### config.mk
export PLATFORM = sky130hd
export DESIGN_NAME = benes_net_module
export DESIGN_NICKNAME = d
export VERILOG_FILES = /design/src/rtl/benes_net_module.sv
export SDC_FILE = /design/constraint.sdc
export NUM_CORES = 1
export LEC_CHECK = 0
export BUFFER_PORTS_ARGS = -buffer_cell sky130_fd_sc_hd__buf_2
export CAP_MARGIN = 0
export CORE_AREA = 8 8 108 110
export DETAILED_ROUTE_END_ITERATION = 8
export DIE_AREA = 0 0 116 118
export GPL_TIMING_DRIVEN = 0
export SLEW_MARGIN = 20
export SYNTH_ARGS = -nofsm -noshare
export SYNTH_HDL_FRONTEND = slang
export SYNTH_SLANG_ARGS = --single-unit
### constraint.sdc
create_clock -name clk -period 2.5 [get_ports clk]
set_clock_uncertainty 0.15 [all_clocks]
set_input_delay 0.125 -clock clk [delete_from_list [all_inputs] [get_ports clk]]
set_output_delay 0.125 -clock clk [all_outputs]
set_load 0.03 [all_outputs]
### src/rtl/benes_net_module.sv
// 8x8 Benes permutation network for 4-bit words: five stages of 2x2 switches,
// purely combinational routing followed by a single output register.
module benes_net_module (
  input  logic       clk,
  input  logic       rst,
  input  logic [3:0] i_port     [8],
  input  logic [3:0] switch_set [5],
  output logic [3:0] o_port     [8]
);

  // Destination line after the wiring that follows stage s, for source line j.
  // The 4-line shuffle and unshuffle on a 2-bit local index are the same bit swap.
  function automatic logic [2:0] f_dest(input logic [2:0] s, input logic [2:0] j);
    case (s)
      3'd0:       f_dest = {j[0], j[2:1]};
      3'd1, 3'd2: f_dest = {j[2], j[0], j[1]};
      default:    f_dest = {j[1:0], j[2]};
    endcase
  endfunction

  logic [3:0] w_route [8];
  logic [3:0] r_port  [8];

  always_comb begin
    logic [3:0] v [8];
    logic [3:0] t [8];
    for (int j = 0; j < 8; j++) begin
      v[j]       = i_port[j];
      t[j]       = 4'h0;
      w_route[j] = 4'h0;
    end
    for (int s = 0; s < 5; s++) begin
      for (int k = 0; k < 4; k++) begin
        t[2*k]   = switch_set[s][k] ? v[2*k+1] : v[2*k];
        t[2*k+1] = switch_set[s][k] ? v[2*k]   : v[2*k+1];
      end
      for (int j = 0; j < 8; j++) begin
        if (s < 4) v[f_dest(3'(s), 3'(j))] = t[j];
        else       v[j] = t[j];
      end
    end
    for (int j = 0; j < 8; j++) begin
      w_route[j] = v[j];
    end
  end

  for (genvar gi = 0; gi < 8; gi++) begin : g_out
    always_ff @(posedge clk) begin
      if (rst) r_port[gi] <= 4'h0;
      else     r_port[gi] <= w_route[gi];
    end
    assign o_port[gi] = r_port[gi];
  end

endmodule

==> results of run 1 <==
==> layout make-up <==
| type | instances | area, sq um |
|---|---|---|
| inverter | 4 | 15.0 |
| sequential | 32 | 641 |
| tap | 136 | 170 |
| multi-input combinational | 216 | 2140 |
| clock buffer | 7 | 96.3 |
| fill | 1054 | 6430 |
| timing repair buffer | 77 | 385 |
| buffer | 22 | 125 |
==> path summary, 6_finish.rpt <==
path,from,to
max,switch_set[16],r_port[0][13]
min,switch_set[1],r_port[0][8]
==> metrics by stage <==
| step | power (uW) | util [%] | cells | cell area [sq um] | hold WS [ps] |
|---|---|---|---|---|---|
| 3_3_place_gp | 1360 | 34.7 | 487 | 3470 | 414 |
| 5_1_grt | 1870 | 35.7 | 494 | 3570 | 203 |
| 2_1_floorplan | 1130 | - | 274 | 2920 | 313 |
| 4_1_cts | 1790 | 35.7 | 494 | 3570 | 171 |
| 6_report | 1780 | 35.7 | 494 | 3570 | 178 |
| 3_5_place_dp | 1370 | 34.7 | 487 | 3470 | 411 |
==> synth_stat cells, drive strengths merged <==
| master | n | area [sq um] |
|---|---|---|
| dfxtp | 32 | 641 |
| mux2i | 32 | 633 |
| o22ai | 80 | 569 |
| inv | 4 | 15.0 |
| nand2b | 20 | 125 |
| clkbuf | 4 | 15.0 |
| nand2 | 8 | 30.0 |
| buf | 18 | 110 |
| o221ai | 32 | 280 |
| or2 | 12 | 75.1 |
| o32ai | 32 | 423 |
==> logic make-up (layout without fill, tap and decap cells) <==
family                 after synthesis  after routing  share of synthesized area (%)
AND/OR/NAND/NOR                     40             40                           7.89
buffers and inverters               26            110                           4.80
flip-flops                          32             32                           22.0
multiplexers                        32             32                           21.7
AO/OA/AOI/OAI                      144            144                           43.6
==> layer usage <==
metal	track usage [%]	share of wire (%)	vias up
met3	2.36	5.2	13
met4	4.70	2.1	0
met1	17.7	44	1367
li1	-	-	1362
met5	0	0	-
met2	23.4	49	99
==> power groups by stage <==
stage	Clock (uW)	Combinational (uW)	Sequential, uW
floorplan	0	434	699
global placement	0	768	593
detailed placement	0	782	591
CTS	421	783	583
global route	450	835	587
finish	416	786	583
==> results.cfg, run 1 <==
[outcome]
status = complete, no violations

[hold_path]
min-delay-path-class = in -> reg
hold_path_depth = 4

[finish]
post_route_cells_drive_above_1_share_pct = 44.4
flip_flop_count_of_the_largest_register_all_copies_and_words_added = 32
final_common_cell = sky130_fd_sc_hd__buf_2
final_cell_mix = 77 x sky130_fd_sc_hd__buf_2, 69 x sky130_fd_sc_hd__o22ai_1, 32 x sky130_fd_sc_hd__o221ai_1, 32 x sky130_fd_sc_hd__dfxtp_1, 22 x sky130_fd_sc_hd__mux2i_4
n_antenna_cell = 0
largest_registers = r_port: 32 flops
area_added_between_synthesis_and_finish_pct = 22.4
final_nets = 412
top_register = r_port

[placement]
placement.setup.worst_slack_ps = 654
io_buffers = 77
hpwl_after_dpl_um = 8190
place_congestion = 0.944

[floorplanning]
dieArea_sq_um = 13700
std_cell_rows = 37
core_area_sq_um = 10000
floorplan.io_pins = 86
die_height_um = 118
die_width_um = 116
start_util_pct = 29.2

[routing]
drt_iter0_markers = 147
drt-vias-per-instance = 5.75
final_antenna_net_count = 0
dr.pass1.iters = 4
post_drt_wl_per_cell_um = 20.0
route.detailed.drc = 0
routed_wl_um = 9880
detailroute.via_count = 2841

[power_and_ir_drop]
cell_internal_pwr_uw = 1110
power.leakage_uw = 0.00123
peakVddDrop_mv = 0.286
p_sw_uw = 679
share_seq_of_total_power_pct = 32.7
p_per_area_nw_per_um2 = 500
pwr-share-comb_pct = 44.0
switching_share_pct = 38.1
power.share.clock_pct = 23.3

[worst_setup_path]
crit_chain = buf_6 > mux2i_2 > o22ai_1 > o32ai_1 > o22ai_1
crit_path_top_delay_cell = sky130_fd_sc_hd__o32ai_1
crit_family = compound AO/OA/AOI/OAI gates
critical-path-max-stage-delay_ps = 580
critical_path_arrival_ps = 1550
critical_path.max_fanout = 8
worst_path_most_repeated_cell = sky130_fd_sc_hd__o22ai_1
startpoint_to_endpoint_class_of_the_critical_path = in -> reg
timing.critical_path.required_ps = 2490
cp.buffers_inverters = 1
setup.worst_path.start_class = primary input
endpoint_kind = register
cp.depth = 5

[synth]
synth.distinct_cells = 18
ys_ff_latch = 32
synth_area_per_cell_sq_um = 10.6
netlist_instances = 274
synthesis.yosys.warnings = 0
mappedNetlistArea_sq_um = 2920
synth.net_count = 328
synth.yosys.seq_area_share_pct = 22.0

[timing]
timing_worst_slew_pin_value_ps = 600
finalCritPeriodShare_pct = 62.6
timing.slew.headroom_pct = 59.9
rsz0062_at_grt = no
final_critical_path_setup_slack_ps = 935
setup_viol_count_final = 0
finalCriticalPeriod_ps = 1570
timing.fmax_mhz = 639
report.final.hold_viol_count = 0
setup_total_negative_slack_ps = 0
max_slew_violation_total_from_the_final_report = 0

[clock_tree]
htree_levels = 2
ctsRootBufferMaster = sky130_fd_sc_hd__clkbuf_8
cts.sinks = 32
cts-buffers-inserted = 5
cts_tree = done
postCtsHoldBufs = 0
cts_buffer_depth = 2
clk_slew_on_worst_s_h_paths_ps = 60
postCtsResizedCells = 0
postCtsSetupRepairBufs = 0

[grt]
number_of_antenna_violations_at_the_first_check_in_global_routing = 0
grt_pass1_wl_um = 15200
pin_count_of_the_biggest_net_entering_global_routing = 10
grt_remaining_overflow = 0
number_of_global_route_vias_before_repair = 2934
combined_global_route_utilization_of_all_metal_layers_pct = 14.0

[flow_run]
maxCapViolCount = 0
Power figures use the tool's default switching activity.
==> inputs of run 2 (changes only) <==
==> constraint.sdc (replaced) <==
create_clock -name clk -period 1.4 [get_ports clk]
set_clock_uncertainty 0.15 [all_clocks]
set_input_delay 0.07 -clock clk [delete_from_list [all_inputs] [get_ports clk]]
set_output_delay 0.07 -clock clk [all_outputs]
set_load 0.03 [all_outputs]
==> results.cfg, run 2 (synthesis gave the netlist of run 1 again) <==
[worst_setup_path]
timing.critical_path.required_ps = 1390
setup.worst_path.start_class = primary input
critical_path_arrival_ps = 1380
critical_path.max_fanout = 8
startpoint_to_endpoint_class_of_the_critical_path = in -> reg
endpoint_kind = register

[finish]
final_nets = 412
area_added_between_synthesis_and_finish_pct = 24.8
final_common_cell = sky130_fd_sc_hd__buf_2
flip_flop_count_of_the_largest_register_all_copies_and_words_added = 32
largest_registers = r_port: 32 flops
num-fill-cells = 1057
post_route_cells_drive_above_1_share_pct = 46.9
final-seq-area_sq_um = 641
final_cell_mix = 77 x sky130_fd_sc_hd__buf_2, 69 x sky130_fd_sc_hd__o22ai_1, 32 x sky130_fd_sc_hd__o221ai_1, 32 x sky130_fd_sc_hd__dfxtp_1, 27 x sky130_fd_sc_hd__o32ai_2
final_cell_area_sq_um = 3640
utilization_pct = 36.4
n_antenna_cell = 0
top_register = r_port
area_taken_by_multi_input_logic_gates_sq_um = 2200

[routing]
routed_wl_um = 9950
dr.pass1.iters = 4
final_antenna_net_count = 0
post_drt_wl_per_cell_um = 20.1
drt_iter0_markers = 166
detailroute.via_count = 2878
route.detailed.drc = 0
drt-vias-per-instance = 5.83

[power_and_ir_drop]
cell_internal_pwr_uw = 1990
switching_share_pct = 38.2
power.leakage_uw = 0.00125
p_sw_uw = 1230
power.share.clock_pct = 23.1
share_seq_of_total_power_pct = 32.3
p_per_area_nw_per_um2 = 886
peakVddDrop_mv = 0.511
pwr-share-comb_pct = 44.6

[floorplanning]
core_area_sq_um = 10000
start_util_pct = 29.2
floorplan.io_pins = 86
std_cell_rows = 37
die_height_um = 118
die_width_um = 116
dieArea_sq_um = 13700

[clock_tree]
htree_levels = 2
cts_tree = done
postCtsSetupRepairBufs = 0
ctsRootBufferMaster = sky130_fd_sc_hd__clkbuf_8
cts_buffer_depth = 2
clk_slew_on_worst_s_h_paths_ps = 60
cts.sinks = 32
cts-buffers-inserted = 5

[placement]
placement.cell_area_sq_um = 3470
hpwl_after_dpl_um = 8190
io_buffers = 77
place_congestion = 0.944

[grt]
number_of_global_route_vias_before_repair = 2956
number_of_antenna_violations_at_the_first_check_in_global_routing = 0
pin_count_of_the_biggest_net_entering_global_routing = 10
gr-max-usage-layer = met2
combined_global_route_utilization_of_all_metal_layers_pct = 14.1
met1_usage_pct = 17.8
gr-usage-met2_pct = 23.8
grt_pass1_wl_um = 15300
grt_remaining_overflow = 0
global_route.usage.met3_pct = 2.31

[timing]
finalCriticalPeriod_ps = 1390
timing.slew.headroom_pct = 66.6
timing.fmax_mhz = 718
setup_viol_count_final = 0
finalCritPeriodShare_pct = 99.4
rsz0062_at_grt = yes
report.final.hold_viol_count = 0
timing_worst_slew_pin_value_ps = 500
max_slew_violation_total_from_the_final_report = 0

[outcome]
status = complete, no violations

[flow_run]
maxCapViolCount = 0

[hold_path]
min-delay-path-class = in -> reg
## run 2: changes by cell type in the layout (fill, tap and decap cells not counted)
cell                       delta
sky130_fd_sc_hd__mux2i_4      +1
sky130_fd_sc_hd__o32ai_2      +8
sky130_fd_sc_hd__clkbuf_2     +1
sky130_fd_sc_hd__mux2i_2      -1
sky130_fd_sc_hd__o32ai_1      -8
sky130_fd_sc_hd__clkbuf_1     -1
## run 2: routing by layer
layer | part of all wire [%] | wire length, um
met3 | 6.3 | 627
met4 | 1.9 | 191
met2 | 49 | 4880
met5 | 0 | 0
met1 | 43 | 4250
## run 2: worst max-delay path, stage by stage
cell	delay, ps
sky130_fd_sc_hd__buf_6	160
sky130_fd_sc_hd__mux2i_2	390
sky130_fd_sc_hd__o22ai_1	180
sky130_fd_sc_hd__o32ai_2	440
sky130_fd_sc_hd__o22ai_1	150
## run 2: power groups by stage
stage	clock, uW	combinational, uW	sequential (uW)
after floorplan	0	775	1250
after global placement	0	1370	1060
after detailed placement	0	1400	1060
after CTS	751	1410	1040
after global routing	803	1530	1050
final	744	1440	1040
## run 2: what timing repair did
action | CTS | global route
setup endpoints to repair | 4 | 9
hold endpoints to repair | 0 | 0
gates resized for setup | 3 | 8
hold buffers | 0 | 0
## run 2: stage by stage
stage / setup TNS, ps / power (uW) / instances / worst slack, ps / hold slack (ps)
after floorplan: 0 / 2020 / 274 / 57.6 / 258
after global placement: -6850 / 2430 / 487 / -404 / 359
after detailed placement: -7230 / 2450 / 487 / -391 / 356
after CTS: 0 / 3200 / 494 / 1.95 / 116
after global routing: -51.5 / 3380 / 494 / -31.6 / 148
final: 0 / 3220 / 494 / 8.13 / 118
## run 2: path summary, 6_finish.rpt
path / from / end / slack, ps / cells after the start
min: switch_set[1] / r_port[0][8] / 120 / 4
max: switch_set[16] / r_port[0][13] / 8 / 5
## run 2: cell type report
class,instances,share of cell area (%)
tap,136,4.68
clock buffer,7,2.65
sequential,32,17.6
buffer,22,3.47
multi-input combinational,216,60.6
inverter,4,0.413
timing repair buffer,77,10.6
